$ cat config.mk
export PLATFORM = sky130hd
export DESIGN_NAME = ddr_rx_word_deser
export DESIGN_NICKNAME = d
export VERILOG_FILES = /design/src/rtl/ddr_rx_word_deser.sv
export SDC_FILE = /design/constraint.sdc
export NUM_CORES = 1
export LEC_CHECK = 0
export ABC_AREA = 1
export BUFFER_PORTS_ARGS = -buffer_cell sky130_fd_sc_hd__clkbuf_2
export CORE_ASPECT_RATIO = 0.6
export CORE_MARGIN = 2
export CORE_UTILIZATION = 54
export CTS_CLUSTER_SIZE = 40
export DETAILED_ROUTE_END_ITERATION = 7
export PLACE_DENSITY = 0.77
export SLEW_MARGIN = 20
export SYNTH_ARGS = -nofsm -noshare
export SYNTH_HDL_FRONTEND = slang
export SYNTH_SLANG_ARGS = --single-unit
$ cat constraint.sdc
create_clock -name i_sys_clk -period 2.25 [get_ports i_sys_clk]
set_input_delay 0.225 -clock i_sys_clk [delete_from_list [all_inputs] [get_ports i_sys_clk]]
set_output_delay 0.225 -clock i_sys_clk [all_outputs]
set_load 0.01 [all_outputs]
$ cat src/rtl/ddr_rx_word_deser.sv
`default_nettype none
// ============================================================================
// Module   : ddr_rx_word_deser
// Brief    : HDR-DDR receive deserializer: 20-bit data words to bytes, with
//            parity/preamble/length checks, CRC word detection and CRC5 compare.
// Revision : 1.0 - initial release
// ============================================================================
module ddr_rx_word_deser #(
    parameter int           LEN_W        = 16,
    parameter bit           CHECK_PARITY = 1'b1,
    parameter logic [3:0]   CRC_TOKEN    = 4'hC
) (
    input  logic             i_sys_clk,
    input  logic             i_sys_rst,
    input  logic             i_rx_en,
    input  logic             i_scl_edge,
    input  logic             i_sdahnd_rx_sda,
    input  logic [LEN_W-1:0] i_regf_data_len,
    input  logic [4:0]       i_crc_crc_value,
    output logic [7:0]       o_regfcrc_rx_data_out,
    output logic             o_crc_data_valid,
    output logic [LEN_W-1:0] o_rx_word_cnt,
    output logic             o_rx_busy,
    output logic             o_rx_done,
    output logic             o_rx_early_term,
    output logic             o_rx_error,
    output logic [2:0]       o_rx_error_type
);

    typedef enum logic [3:0] {
        S_IDLE    = 4'd0,
        S_PRE     = 4'd1,
        S_DATA    = 4'd2,
        S_PAR     = 4'd3,
        S_CRC_TOK = 4'd4,
        S_CRC_VAL = 4'd5,
        S_CMP     = 4'd6,
        S_ERR     = 4'd7
    } state_t;

    localparam logic [2:0]   c_ERR_NONE    = 3'd0;
    localparam logic [2:0]   c_ERR_PARITY  = 3'd1;
    localparam logic [2:0]   c_ERR_PREAMB  = 3'd2;
    localparam logic [2:0]   c_ERR_CRC     = 3'd3;
    localparam logic [2:0]   c_ERR_OVERRUN = 3'd4;
    localparam logic [LEN_W:0] c_ONE       = {{LEN_W{1'b0}}, 1'b1};

    state_t           r_state;
    logic             r_en_d;
    logic [LEN_W-1:0] r_len;
    logic [4:0]       r_bit_cnt;
    logic [15:0]      r_shift;
    logic             r_par_b;
    logic [4:0]       r_crc;
    logic [7:0]       r_lo_byte;
    logic             r_lo_pend;

    logic [LEN_W:0]   w_words;
    logic [LEN_W:0]   w_cnt_ext;
    logic             w_cnt_lt;
    logic             w_last_word;
    logic [1:0]       w_pre;
    logic [3:0]       w_tok;
    logic             w_p1;
    logic             w_p0;
    logic             w_par_ok;

    // Expected word count is ceil(len/2), computed one bit wider to avoid wrap.
    assign w_words     = ({1'b0, r_len} + c_ONE) >> 1;
    assign w_cnt_ext   = {1'b0, o_rx_word_cnt};
    assign w_cnt_lt    = (w_cnt_ext < w_words);
    assign w_last_word = ((w_cnt_ext + c_ONE) == w_words);
    assign w_pre       = {r_shift[0], i_sdahnd_rx_sda};
    assign w_tok       = {r_shift[2:0], i_sdahnd_rx_sda};
    assign o_rx_busy   = (r_state != S_IDLE);

    always_comb begin
        w_p1 = 1'b0;
        w_p0 = 1'b1;
        for (int i = 0; i < 8; i++) begin
            w_p1 = w_p1 ^ r_shift[2*i+1];
            w_p0 = w_p0 ^ r_shift[2*i];
        end
    end

    assign w_par_ok = ({r_par_b, i_sdahnd_rx_sda} == {w_p1, w_p0}) || !CHECK_PARITY;

    always_ff @(posedge i_sys_clk or negedge i_sys_rst) begin
        if (!i_sys_rst) begin
            r_state               <= S_IDLE;
            r_en_d                <= 1'b0;
            r_len                 <= '0;
            r_bit_cnt             <= '0;
            r_shift               <= '0;
            r_par_b               <= 1'b0;
            r_crc                 <= '0;
            r_lo_byte             <= '0;
            r_lo_pend             <= 1'b0;
            o_regfcrc_rx_data_out <= '0;
            o_crc_data_valid      <= 1'b0;
            o_rx_word_cnt         <= '0;
            o_rx_done             <= 1'b0;
            o_rx_early_term       <= 1'b0;
            o_rx_error            <= 1'b0;
            o_rx_error_type       <= c_ERR_NONE;
        end else begin
            r_en_d           <= i_rx_en;
            o_rx_done        <= 1'b0;
            o_rx_error       <= 1'b0;
            o_crc_data_valid <= 1'b0;

            // Abort has priority over any edge sampled in the same cycle.
            if (!i_rx_en) begin
                r_state   <= S_IDLE;
                r_bit_cnt <= '0;
                r_lo_pend <= 1'b0;
            end else begin
                if (r_lo_pend) begin
                    o_regfcrc_rx_data_out <= r_lo_byte;
                    o_crc_data_valid      <= 1'b1;
                    r_lo_pend             <= 1'b0;
                end

                case (r_state)
                    S_IDLE: begin
                        if (!r_en_d) begin
                            r_len           <= i_regf_data_len;
                            o_rx_word_cnt   <= '0;
                            o_rx_early_term <= 1'b0;
                            o_rx_error_type <= c_ERR_NONE;
                            r_bit_cnt       <= '0;
                            r_state         <= S_PRE;
                        end
                    end

                    S_PRE: begin
                        if (i_scl_edge) begin
                            r_shift <= {r_shift[14:0], i_sdahnd_rx_sda};
                            if (r_bit_cnt == 5'd0) begin
                                r_bit_cnt <= 5'd1;
                            end else begin
                                r_bit_cnt <= '0;
                                case (w_pre)
                                    2'b11: begin
                                        if (w_cnt_lt) begin
                                            r_state <= S_DATA;
                                        end else begin
                                            r_state         <= S_ERR;
                                            o_rx_error_type <= c_ERR_OVERRUN;
                                        end
                                    end
                                    2'b01: begin
                                        r_state         <= S_CRC_TOK;
                                        o_rx_early_term <= w_cnt_lt;
                                    end
                                    default: begin
                                        r_state         <= S_ERR;
                                        o_rx_error_type <= c_ERR_PREAMB;
                                    end
                                endcase
                            end
                        end
                    end

                    S_DATA: begin
                        if (i_scl_edge) begin
                            r_shift <= {r_shift[14:0], i_sdahnd_rx_sda};
                            if (r_bit_cnt == 5'd15) begin
                                r_bit_cnt <= '0;
                                r_state   <= S_PAR;
                            end else begin
                                r_bit_cnt <= r_bit_cnt + 5'd1;
                            end
                        end
                    end

                    // r_shift is frozen here so the word survives until emitted.
                    S_PAR: begin
                        if (i_scl_edge) begin
                            if (r_bit_cnt == 5'd0) begin
                                r_par_b   <= i_sdahnd_rx_sda;
                                r_bit_cnt <= 5'd1;
                            end else begin
                                r_bit_cnt <= '0;
                                if (w_par_ok) begin
                                    o_regfcrc_rx_data_out <= r_shift[15:8];
                                    o_crc_data_valid      <= 1'b1;
                                    o_rx_word_cnt         <= o_rx_word_cnt + 1'b1;
                                    r_lo_byte             <= r_shift[7:0];
                                    r_lo_pend             <= !(w_last_word && r_len[0]);
                                    r_state               <= S_PRE;
                                end else begin
                                    r_state         <= S_ERR;
                                    o_rx_error_type <= c_ERR_PARITY;
                                end
                            end
                        end
                    end

                    S_CRC_TOK: begin
                        if (i_scl_edge) begin
                            r_shift <= {r_shift[14:0], i_sdahnd_rx_sda};
                            if (r_bit_cnt == 5'd3) begin
                                r_bit_cnt <= '0;
                                if (w_tok == CRC_TOKEN) begin
                                    r_state <= S_CRC_VAL;
                                end else begin
                                    r_state         <= S_ERR;
                                    o_rx_error_type <= c_ERR_PREAMB;
                                end
                            end else begin
                                r_bit_cnt <= r_bit_cnt + 5'd1;
                            end
                        end
                    end

                    S_CRC_VAL: begin
                        if (i_scl_edge) begin
                            r_crc <= {r_crc[3:0], i_sdahnd_rx_sda};
                            if (r_bit_cnt == 5'd4) begin
                                r_bit_cnt <= '0;
                                r_state   <= S_CMP;
                            end else begin
                                r_bit_cnt <= r_bit_cnt + 5'd1;
                            end
                        end
                    end

                    // One cycle of slack lets the CRC engine absorb the last byte.
                    S_CMP: begin
                        o_rx_done <= 1'b1;
                        if (r_crc != i_crc_crc_value) begin
                            o_rx_error      <= 1'b1;
                            o_rx_error_type <= c_ERR_CRC;
                        end
                        r_state <= S_IDLE;
                    end

                    S_ERR: begin
                        o_rx_done  <= 1'b1;
                        o_rx_error <= 1'b1;
                        r_state    <= S_IDLE;
                    end

                    default: r_state <= S_IDLE;
                endcase
            end
        end
    end

endmodule
`default_nettype wire

== Word level (Yosys, flattened, before mapping) ==
Cells that the tools add are included.

* Bitwise logic cells: 17
* Reductions and logical operators: 21
* Add/sub/neg operators: 4
* Equality and inequality tests: 43
* Magnitude comparators: 1
* Muxes and demuxes: 72

{| class="wikitable"
|+ Operator list
! cell !! count
|-
| $mux 16 || 4
|-
| $mux 4 || 12
|-
| $mux 5 || 9
|-
| $mux 8 || 5
|-
| $mux 3 || 13
|-
| $ne 3x3->1 const B || 12
|-
| $add 16x1->17 const B || 2
|-
| $pmux 16 s2 || 1
|-
| $ne 2x2->1 const B || 13
|-
| $pmux 5 s5 || 1
|-
| $pmux 4 s6 || 1
|-
| $mux 1 || 20
|-
| $reduce_and 6->1 || 3
|-
| $eq 17x16->1 || 1
|-
| $add 16x1->16 const B || 1
|-
| $eq 4x3->1 const B || 4
|-
| $lt 16x16->1 || 1
|-
| $pmux 3 s5 || 1
|-
| $reduce_and 14->1 || 1
|-
| $xor 1x1->1 || 14
|-
| $reduce_and 11->1 || 1
|-
| $reduce_and 3->1 || 3
|-
| $eq 4x2->1 const B || 2
|-
| $pmux 4 s2 || 1
|-
| other kinds (27) || 32
|}

* Register bits after elaboration: 88
* Logic and storage cells: 174
* Bits of input ports: 26
* Output and inout bits: 32

== Logic depth before layout (Yosys ltp) ==
Gate-level depths: netlist of run 1.

* Depth in word-level cells: 14
* Mapped depth: 16
* Gate-level depth less buffers: 16

== Least setup slack after synthesis of run 1 ==
Ideal clock, no wire load.

* Kind: reg2reg
* From: register r_len[1]
* To: register r_state[2]
* Cell stages (with the launch flop): 15
* Setup time: 0.116 ns
* Arrival: 2.365 ns
* Path slack: -0.231 ns
* Required time: 2.134 ns
* Clock period less this slack: 2.481 ns
* Path buffers: 0
* Cells stage by stage: dfrtp_1 > ha_1 > nand2_1 > nor2_1 > nand4_1 > or3_1 > ha_1 > a21oi_1 > o21ai_0 > a21oi_1 > nand2_1 > o21ai_0 > nand3_1 > nand2_1 > nand2_1

* Word-level cells in the longest chain between the ends: 8

{| class="wikitable"
|+ Ends and longest elaborated chain
! what !! line !! RTL
|-
| start, declared || 50 || <nowiki>logic [LEN_W-1:0] r_len;</nowiki>
|-
| start signal, assigned || 127 || <nowiki>r_len <= i_regf_data_len;</nowiki>
|-
| $add 16x1->17 || 69 || <nowiki>assign w_words = ({1'b0, r_len} + c_ONE) >> 1;</nowiki>
|-
| $lt 16x16->1 || 71 || <nowiki>assign w_cnt_lt = (w_cnt_ext < w_words);</nowiki>
|-
| $mux 3 || 145 || <nowiki>if (w_cnt_lt) begin</nowiki>
|-
| $pmux 4 s2 || 143 || <nowiki>case (w_pre)</nowiki>
|-
| $mux 4 || 139 || <nowiki>if (r_bit_cnt == 5'd0) begin</nowiki>
|-
| $mux 4 || 137 || <nowiki>if (i_scl_edge) begin</nowiki>
|-
| $pmux 4 s6 || 124 || <nowiki>case (r_state)</nowiki>
|-
| $mux 4 || 113 || <nowiki>if (!i_rx_en) begin</nowiki>
|-
| end signal, assigned || 114 || <nowiki>r_state <= S_IDLE;</nowiki>
|-
| end signal, assigned || 132 || <nowiki>r_state <= S_PRE;</nowiki>
|-
| end signal, assigned || 146 || <nowiki>r_state <= S_DATA;</nowiki>
|-
| end, declared || 48 || <nowiki>state_t r_state;</nowiki>
|}

Every way passes these cells. The select of a mux whose other input is x is not followed.
A chain may end at the register's enable or synchronous reset.

== Worst setup path after layout of run 1 ==
* From: register r_len[2]
* To: register o_rx_error_type[1]

* Word-level cells in the longest chain between the ends: 4

{| class="wikitable"
|+ Ends and longest elaborated chain
! what !! line !! RTL
|-
| $add 16x1->17 || 69 ||
|-
| $lt 16x16->1 || 71 ||
|-
| $ne 3x3->1 (no source line) || n/a ||
|-
| $reduce_and 14->1 (no source line) || n/a ||
|-
| end signal, assigned || 105 || <nowiki>o_rx_error_type <= c_ERR_NONE;</nowiki>
|-
| end signal, assigned || 130 || <nowiki>o_rx_error_type <= c_ERR_NONE;</nowiki>
|-
| end signal, assigned || 149 || <nowiki>o_rx_error_type <= c_ERR_OVERRUN;</nowiki>
|-
| end, declared || 27 || <nowiki>output logic [2:0] o_rx_error_type</nowiki>
|}

Every way passes these cells.

==> reports/results.ini, run 1 <==
[synthesis]
synth_edf_count=0
synth_flop_cell=dfrtp_1
synth_nets=847
synthAdderAreaFrac=0.0486
netlist_area_um2=5660
synth.distinct_cells=42
ys_async_sr_fraction=1.00
synth_compound_area_frac=0.0847
yosysSeqAreaShare=0.385
synth_area_per_cell_um2=7.08
synth_warnings=0
muxShareOfSynthArea=0.0219
synth_top_cell_area_share=0.385
synth-xor-area-share=0.0402
synth_area_leaders=dfrtp_1, nand2_1, inv_1
ys_seq_elements=87
syn_inst=799
synth-simple-area-share=0.337
yosys.area.top_type=dfrtp_1
synth_top_family_by_area=simple AND/OR/NAND/NOR gates

[clock_tree]
htreeDepth=3
cts_tree=yes
clk_path_buf_depth=2
cts-root-buf=clkbuf_16
clk_latency_ns=0.35
numCtsBuffers=9
cts.sink_count=87
path_clk_slew_ns=0.07

[sta]
post-route-period-util=1.08
clock_skew_ns=0.00913
fmax_mhz=411
drv_slew=0
finalHoldViolations=0
setup_viol=6
slew_headroom=0.629
tightestPinTransition_ns=0.555
setup_ws_ns=-0.183
rsz0062_at_grt=true
post-route-min-period_ns=2.43

[setup_path]
required_ns=2.49
critPathLaunchType=flop
critPathMaxFanout=6
critical_path_arrival_ns=2.67
startpoint=r_len[2]
cpMostUsedCell=nand2_1
r2r_start=r_len[2]
crit_family=simple AND/OR/NAND/NOR gates
crit_path_cell_trace=nand2_2 -> nor2_4 -> nand3_1 -> nand2_1 -> nand2_1 -> ha_1 -> nand2_1 -> buf_4 -> nor3_2 -> nand2_1 -> nand3_2 -> nand3_4 -> nand2_2 -> o21ai_2
max_stage_delay_ns=0.42
cp-end-kind=flop
worstSetupPathType=flop to flop
critPathSlowestCell=dfrtp_1
crit_buf_inv=1

[layout]
final_common_cell=nand2_1
n_antenna_cell=0
drive_gt1_frac=0.206
n_fill_cell=835
final_cell_mix=nand2_1, inv_1, dfrtp_1, nor2_1, buf_4
nets=956
syn2layout_area_growth_pct=23.8
final_util=0.699

[worst_hold_path]
hp-start=i_regf_data_len[5]
min_path_type=primary input to flop

[pwr]
leakage_nw=3.65
peakVddDrop_uv=776
power.density_nw_per_um2=1120

[die]
die_area_um2=11300
num_rows=28
core-area_um2=10000
num_io_pins=58
die_height_um=83.3
initial_core_util=0.565
die_w_um=136

[place]
preCtsSetupSlack_ns=-0.256
port_buffers=57
place_congestion=0.958
hpwlAfterDp_um=12500

[global_routing]
grt_antenna_before_repair=0
grt_usage=0.303
grt_remaining_overflow=0
grt_pass1_vias=5406
grt_max_degree=88
grt_pass1_wl_um=27100

[drt]
totalWireLength_um=16600
num_vias=5751
ant_nets=0
firstDrtPassIters=6
route.detailed.drc=0
viasPerCell=5.49
wl_per_cell_um=15.8
drtIter0Drc=606

[run_status]
outcome=finished with violations
failed_checks=negative setup slack

[run]
maxCapViolations=0

## Yosys cell counts, drive strengths merged, types with 7 or more instances
library cell	count
xor2	18
a21oi	29
ha	22
nor2	78
clkbuf	7
xnor2	8
nand4	23
o21ai	46
inv	98
buf	12
mux2i	9
nor3	7
dfrtp	87
nand3	59
nand2	269
## state kept, by name, indices dropped and copies added (netlist names), 3 cells and up
signal and count:
o_regfcrc_rx_data_out 8, o_rx_error_type 3, o_rx_word_cnt 16, r_bit_cnt 5, r_crc 5, r_len 16, r_lo_byte 8, r_shift 16
r_state 3
## power breakdown
| group | total [mW] | switching, mW | internal (mW) |
|---|---|---|---|
| Clock | 1.62 | 0.732 | 0.890 |
| Sequential | 2.29 | 0.369 | 1.92 |
| Combinational | 3.94 | 2.38 | 1.56 |
| Total | 7.85 | 3.48 | 4.37 |
## worst paths after layout
check                                endpoint  slack (ns)  cells after the start
max                        o_rx_error_type[1]       -0.18                     14
min                                  r_len[5]        0.11                      2
max reg2reg                o_rx_error_type[1]       -0.18                     14
min reg2reg                      r_lo_byte[1]        0.51                      2
min in group asynchronous           r_len[13]        0.46                      3
max in group asynchronous    o_rx_word_cnt[1]        1.41                      3
## worst register-to-register path: cells and delay by family, from the launching register on
kind | cells | cell delay (ns)
DFF | 1 | 0.42
AOI/OAI and AO/OA | 1 | 0.05
adders and majority gates | 1 | 0.30
buffers and inverters | 1 | 0.13
and+or+nand+nor | 11 | 1.42
## repair_timing
action                                  in CTS  in global routing
endpoints found under the setup margin       6                  7
resized for setup                           10                 29
buffers inserted                             2                  1
pin swaps                                    7                 15
hold buffers                                 1                  0
hold endpoints to repair                    87                  0
## stage by stage
step | TNS [ns] | power (mW) | std cells | hold WS [ns] | instance area [um^2]
3_5_place_dp | -1.32 | 5.93 | 1028 | 0.301 | 6510
4_1_cts | -1.21 | 7.61 | 1047 | 0.108 | 6900
2_1_floorplan | -0.108 | 4.54 | 799 | -0.0706 | 5710
3_3_place_gp | -0.529 | 5.77 | 1028 | 0.291 | 6510
5_1_grt | -1.81 | 8.39 | 1048 | 0.108 | 7010
6_report | -0.926 | 7.85 | 1048 | 0.110 | 7010
## routing by layer
metal,global-route usage,routed length [um],vias to the layer above
met5,0,0,-
met4,0.0634,214,0
met3,0.0836,1650,25
met2,0.423,6830,268
met1,0.462,7880,2683
li1,-,-,2775
## kinds of logic (layout without fill, tap and decap cells)
logic type,after synthesis,count (layout)
AO/OA/AOI/OAI,89,89
XOR/XNOR,26,26
adder cells (fa/ha/maj),22,22
buffers and inverters,117,231
flip-flops,87,87
multiplexers,12,12
AND/OR/NAND/NOR,446,446
## cell type report
| type | instances | area (um^2) | area share |
|---|---|---|---|
| clock buffer | 9 | 225 | 0.0321 |
| clock inverter | 7 | 86.3 | 0.0123 |
| inverter | 98 | 370 | 0.0529 |
| multi-input combinational | 595 | 3220 | 0.459 |
| sequential | 87 | 2180 | 0.311 |
| tap | 135 | 169 | 0.0241 |
| timing repair buffer | 117 | 757 | 0.108 |
(Power assumes the default switching activity.)
==> run 2: changes to the inputs <==
Settings changed: GPL_TIMING_DRIVEN from default to 0.
==> run 2 against run 1 <==
Effect of this change:
- the flow still finishes with violations (negative setup slack)
- register-to-register slack got worse by 0.05 ns
- utilization shrank 2.7 points
- via count fell by 2.9%
- sequential power about the same
- fmax decreased by 1.8%
- combinational power shrank 11%
- critical path depth shrank 1
==> reports/results.ini, run 2 (same netlist as run 1, synthesis figures left out) <==
[run_status]
outcome=finished with violations
failed_checks=negative setup slack

[clock_tree]
numCtsBuffers=9
cts-root-buf=clkbuf_16
cts.sink_count=87
htreeDepth=3
clk_latency_ns=0.34
path_clk_slew_ns=0.07
clk_path_buf_depth=2
cts_tree=yes

[die]
die_height_um=83.3
num_io_pins=58
die_w_um=136
die_area_um2=11300
initial_core_util=0.565
num_rows=28
core-area_um2=10000

[setup_path]
worstSetupPathType=flop to flop
critPathSlowestCell=dfrtp_2
cp-end-kind=flop
required_ns=2.51
critPathMaxFanout=6
critPathLaunchType=flop
max_stage_delay_ns=0.46
crit_path_cell_trace=ha_4 -> buf_4 -> nand4_1 -> nand2_2 -> ha_1 -> a21oi_2 -> o21ai_0 -> a21oi_2 -> buf_4 -> nand3_2 -> nand3_4 -> nand2_1 -> o21ai_1
critical_path_arrival_ns=2.74

[sta]
post-route-period-util=1.10
whs_ns=0.0244
fmax_mhz=404
finalHoldViolations=0
slew_headroom=0.512
setup_ws_ns=-0.228
clock_skew_ns=0.00775
tightestPinTransition_ns=0.726
drv_slew=0
setup_viol=6
post-route-min-period_ns=2.48
rsz0062_at_grt=true

[layout]
largestRegisters=o_rx_word_cnt (16), r_len (16), r_shift (16)
n_antenna_cell=0
final_cell_mix=nand2_1, inv_1, dfrtp_1, nor2_1, clkbuf_2
final_common_cell=nand2_1
nets=929
syn2layout_area_growth_pct=19.0
drive_gt1_frac=0.176

[global_routing]
grt_pass1_wl_um=26400
grt_usage=0.297
grt.busiest_layer=met1
grt_remaining_overflow=0
grt_use_met2=0.397
met3_usage=0.0763
grt_max_degree=88
grt_pass1_vias=5097
gr-usage-met1=0.478
grt_antenna_before_repair=1

[place]
hpwlAfterDp_um=12100
port_buffers=57
preCtsSetupSlack_ns=-0.512
place_congestion=0.957

[drt]
totalWireLength_um=16300
wl_per_cell_um=15.9
ant_nets=0
drtIter0Drc=572
viasPerCell=5.47
firstDrtPassIters=7
route.detailed.drc=0
num_vias=5584

[run]
maxCapViolations=0

[worst_hold_path]
min_path_type=primary input to flop

[pwr]
leakage_nw=3.44
power.density_nw_per_um2=1080
peakVddDrop_uv=577

-- run 2: cell count changes in the layout (fill, tap and decap cells not counted), moves of 3 or more --
cell and delta:
buf_2 +5, buf_4 -42, clkbuf_1 +7, dfrtp_1 -7, dfrtp_2 +7, nand2_1 +4, nand2_2 -3
-- run 2: through the flow --
| stage | area (um^2) | TNS, ns | total power [mW] | std cells | utilization |
|---|---|---|---|---|---|
| CTS | 6580 | -1.05 | 7.05 | 1017 | 0.657 |
| global route | 6730 | -2.10 | 7.86 | 1021 | 0.672 |
| finish | 6730 | -1.14 | 7.27 | 1021 | 0.672 |
| global placement | 6170 | -2.22 | 5.32 | 991 | 0.616 |
| floorplan | 5710 | -0.108 | 4.54 | 799 | - |
| detailed placement | 6180 | -2.51 | 5.41 | 991 | 0.616 |
-- run 2: routing by layer --
metal  vias up  part of all wire
li1       2725                 -
met1      2534              0.48
met2       304              0.40
met3        19              0.11
met4         2            0.0082
met5         -           0.00080
-- run 2: area by class of cell --
type,count,area [um^2]
plain buffers,19,100
clock buffers,9,225
clock inverters,7,62.6
fillers,900,3290
inverters,98,370
multi-input cells,595,3220
flip-flops and latches,87,2190
well taps,135,169
repair buffers,71,402
-- run 2: report_power, final --
group	internal (mW)	total (mW)	switching, mW
clock network	0.773	1.48	0.708
registers	1.92	2.30	0.377
logic	1.24	3.49	2.24
total	3.94	7.27	3.33
-- run 2: path summary, 6_finish.rpt --
path                            cells after the start    startpoint            endpoint  slack (ns)
worst max-delay path                               13      r_len[1]  o_rx_error_type[0]       -0.23
min in group asynchronous                           2     i_sys_rst            r_crc[1]        0.49
worst min-delay path                                1       i_rx_en              r_en_d        0.02
worst min register to register                      2  r_lo_byte[0]        r_lo_byte[0]        0.50
max in group asynchronous                           2     i_sys_rst    o_rx_word_cnt[9]        1.21
worst max register to register                     13      r_len[1]  o_rx_error_type[0]       -0.23
-- run 2: what timing repair did --
item                       CTS  global route
setup endpoints to repair    7            31
buffers inserted             9             4
pin swaps                    8            11
hold buffers                 1             0
gates resized for setup     14            30
hold endpoints to repair    87             0
-- run 2: worst max-delay path, delay by kind of cell (launching register included) --
kind | cells | cell delay (ns)
buffers and inverters | 2 | 0.28
flip-flops | 1 | 0.46
AND/OR/NAND/NOR | 5 | 0.49
AO/OA/AOI/OAI | 4 | 0.62
adder cells (fa/ha/maj) | 2 | 0.53
==> run 3: changes to the inputs <==
Settings changed: HOLD_SLACK_MARGIN from default to 0.12.
==> run 3 against run 2 <==
Effect of this change:
- the flow still finishes with violations (negative setup slack)
- via count increased by 0.27%
- hold slack improved by 0.10 ns
- sequential power about the same
- fmax increased by 0.82%
- non-clock buffer count increased by 4
- utilization increased by 0.40 points
- setup slack improved by 0.020 ns
- critical path type unchanged
- critical endpoint unchanged
==> reports/results.ini, run 3 (same netlist as run 1, synthesis figures left out) <==
[layout]
n_antenna_cell=0
final_cells=1025
nets=933
final_util=0.676
drive_gt1_frac=0.175
final_common_cell=nand2_1
syn2layout_area_growth_pct=19.7
largestRegisters=o_rx_word_cnt (16), r_len (16), r_shift (16)
final_cell_mix=nand2_1, inv_1, dfrtp_1, nor2_1, clkbuf_2

[drt]
drtIter0Drc=626
firstDrtPassIters=5
wl_met3_um=1780
ant_nets=0
totalWireLength_um=16200
num_vias=5599
top_layer=met5
viasPerCell=5.46
wl_per_cell_um=15.8
route.met2.wl_um=6470
met1_length_um=7830
route.detailed.drc=0

[clock_tree]
cts-root-buf=clkbuf_16
cts.sink_count=87
clk_latency_ns=0.34
numCtsBuffers=9
cts_tree=yes
htreeDepth=3
clk_path_buf_depth=2
path_clk_slew_ns=0.07

[run_status]
outcome=finished with violations
failed_checks=negative setup slack

[pwr]
pwr-share-seq=0.317
peakVddDrop_uv=578
switchingPower_mw=3.33
power.density_nw_per_um2=1070
p_clk_frac=0.204
switching_share=0.457
pwr-share-comb=0.479
leakage_nw=3.46
power.internal_mw=3.95

[setup_path]
critPathMaxFanout=6
critPathSlowestCell=dfrtp_2
critPathLaunchType=flop
r2r_slack_ns=-0.21
r2r_cells=13
crit_buf_inv=2
cp-end-kind=flop
crit_path_cell_trace=ha_4 -> buf_4 -> nand4_1 -> nand2_2 -> ha_1 -> a21oi_2 -> o21ai_0 -> a21oi_2 -> buf_4 -> nand3_2 -> nand3_4 -> nand2_1 -> o21ai_1
reg2reg_to=o_rx_error_type[0]
max_stage_delay_ns=0.46
crit_family=compound AO/OA/AOI/OAI gates
worstSetupPathType=flop to flop
critical_path_arrival_ns=2.72
r2r_start=r_len[1]
required_ns=2.51

[die]
num_rows=28
num_io_pins=58
die_w_um=136
die_area_um2=11300
die_height_um=83.3
core-area_um2=10000
initial_core_util=0.565

[sta]
tightestPinTransition_ns=0.743
post-route-period-util=1.09
setup_ws_ns=-0.208
drv_slew=0
setup_viol=6
rsz0062_at_grt=true
post-route-min-period_ns=2.46
clock_skew_ns=0.00784
finalHoldViolations=0
fmax_mhz=407
slew_headroom=0.500

[worst_hold_path]
holdPathStages=2
min_path_type=primary input to flop
hp-start=i_regf_data_len[5]
hold_end=r_len[5]

[global_routing]
grt_antenna_before_repair=1
grt_pass1_wl_um=26500
grt_usage=0.298
grt_max_degree=88
grt_remaining_overflow=0
grt_pass1_vias=5127

[place]
dp.cells=991
port_buffers=57
hpwlAfterDp_um=12100
place_congestion=0.957

[run]
maxCapViolations=0

==> run 3: final cells by class <==
cell class | count | area, um^2
Sequential cell | 87 | 2190
Buffer | 19 | 100
Tap cell | 135 | 169
Timing Repair Buffer | 75 | 442
Fill cell | 896 | 3250
Clock inverter | 7 | 62.6
Clock buffer | 9 | 225
Inverter | 98 | 370
Multi-Input combinational cell | 595 | 3220
==> run 3: worst max path at each step <==
stage	from	end	slack, ns	depth (start not counted)
6_report	r_len[1]	o_rx_error_type[0]	-0.21	13
5_1_grt	r_len[0]	r_state[2]	-0.37	15
4_1_cts	r_len[0]	o_rx_error_type[0]	-0.20	13
3_5_place_dp	r_len[0]	r_state[2]	-0.51	14
3_3_place_gp	r_len[1]	r_state[2]	-0.47	14
2_1_floorplan	r_len[1]	r_state[2]	-0.05	14
==> run 3: per-layer routing <==
metal | vias up | global-route usage
met4 | 2 | 0.0473
li1 | 2734 | -
met3 | 19 | 0.0763
met2 | 296 | 0.399
met5 | - | 0
met1 | 2548 | 0.479
==> run 3: timing repair <==
action | CTS | global route
setup buffers | 9 | 4
hold endpoints to repair | 91 | 0
pin swaps | 8 | 11
gates resized for setup | 14 | 30
hold buffers | 5 | 0
setup endpoints to repair | 7 | 31
==> run 3: power groups by stage <==
stage | registers [mW] | clock network [mW] | logic, mW
6_report | 2.30 | 1.48 | 3.49
5_1_grt | 2.35 | 1.57 | 3.94
4_1_cts | 2.27 | 1.50 | 3.28
3_5_place_dp | 2.31 | 0 | 3.11
3_3_place_gp | 2.29 | 0 | 3.03
2_1_floorplan | 2.24 | 0 | 2.30
==> run 3: stage by stage <==
step           setup TNS (ns)  setup WS [ns]  hold slack, ns  total power [mW]  cell area (um^2)
3_5_place_dp            -2.51         -0.512           0.335              5.41              6180
6_report                -1.08         -0.208           0.129              7.27              6770
5_1_grt                 -2.10         -0.367           0.137              7.87              6770
4_1_cts                 -1.05         -0.199           0.126              7.05              6620
2_1_floorplan          -0.108        -0.0514         -0.0706              4.54              5710
3_3_place_gp            -2.22         -0.467           0.367              5.32              6170
==> run 3: worst register-to-register path: stages, from the launching register on <==
cell     delay, ns
dfrtp_2       0.46
ha_4          0.20
buf_4         0.14
nand4_1       0.12
nand2_2       0.13
ha_1          0.33
a21oi_2       0.21
o21ai_0       0.13
a21oi_2       0.19
buf_4         0.14
nand3_2       0.08
nand3_4       0.10
nand2_1       0.05
o21ai_1       0.08
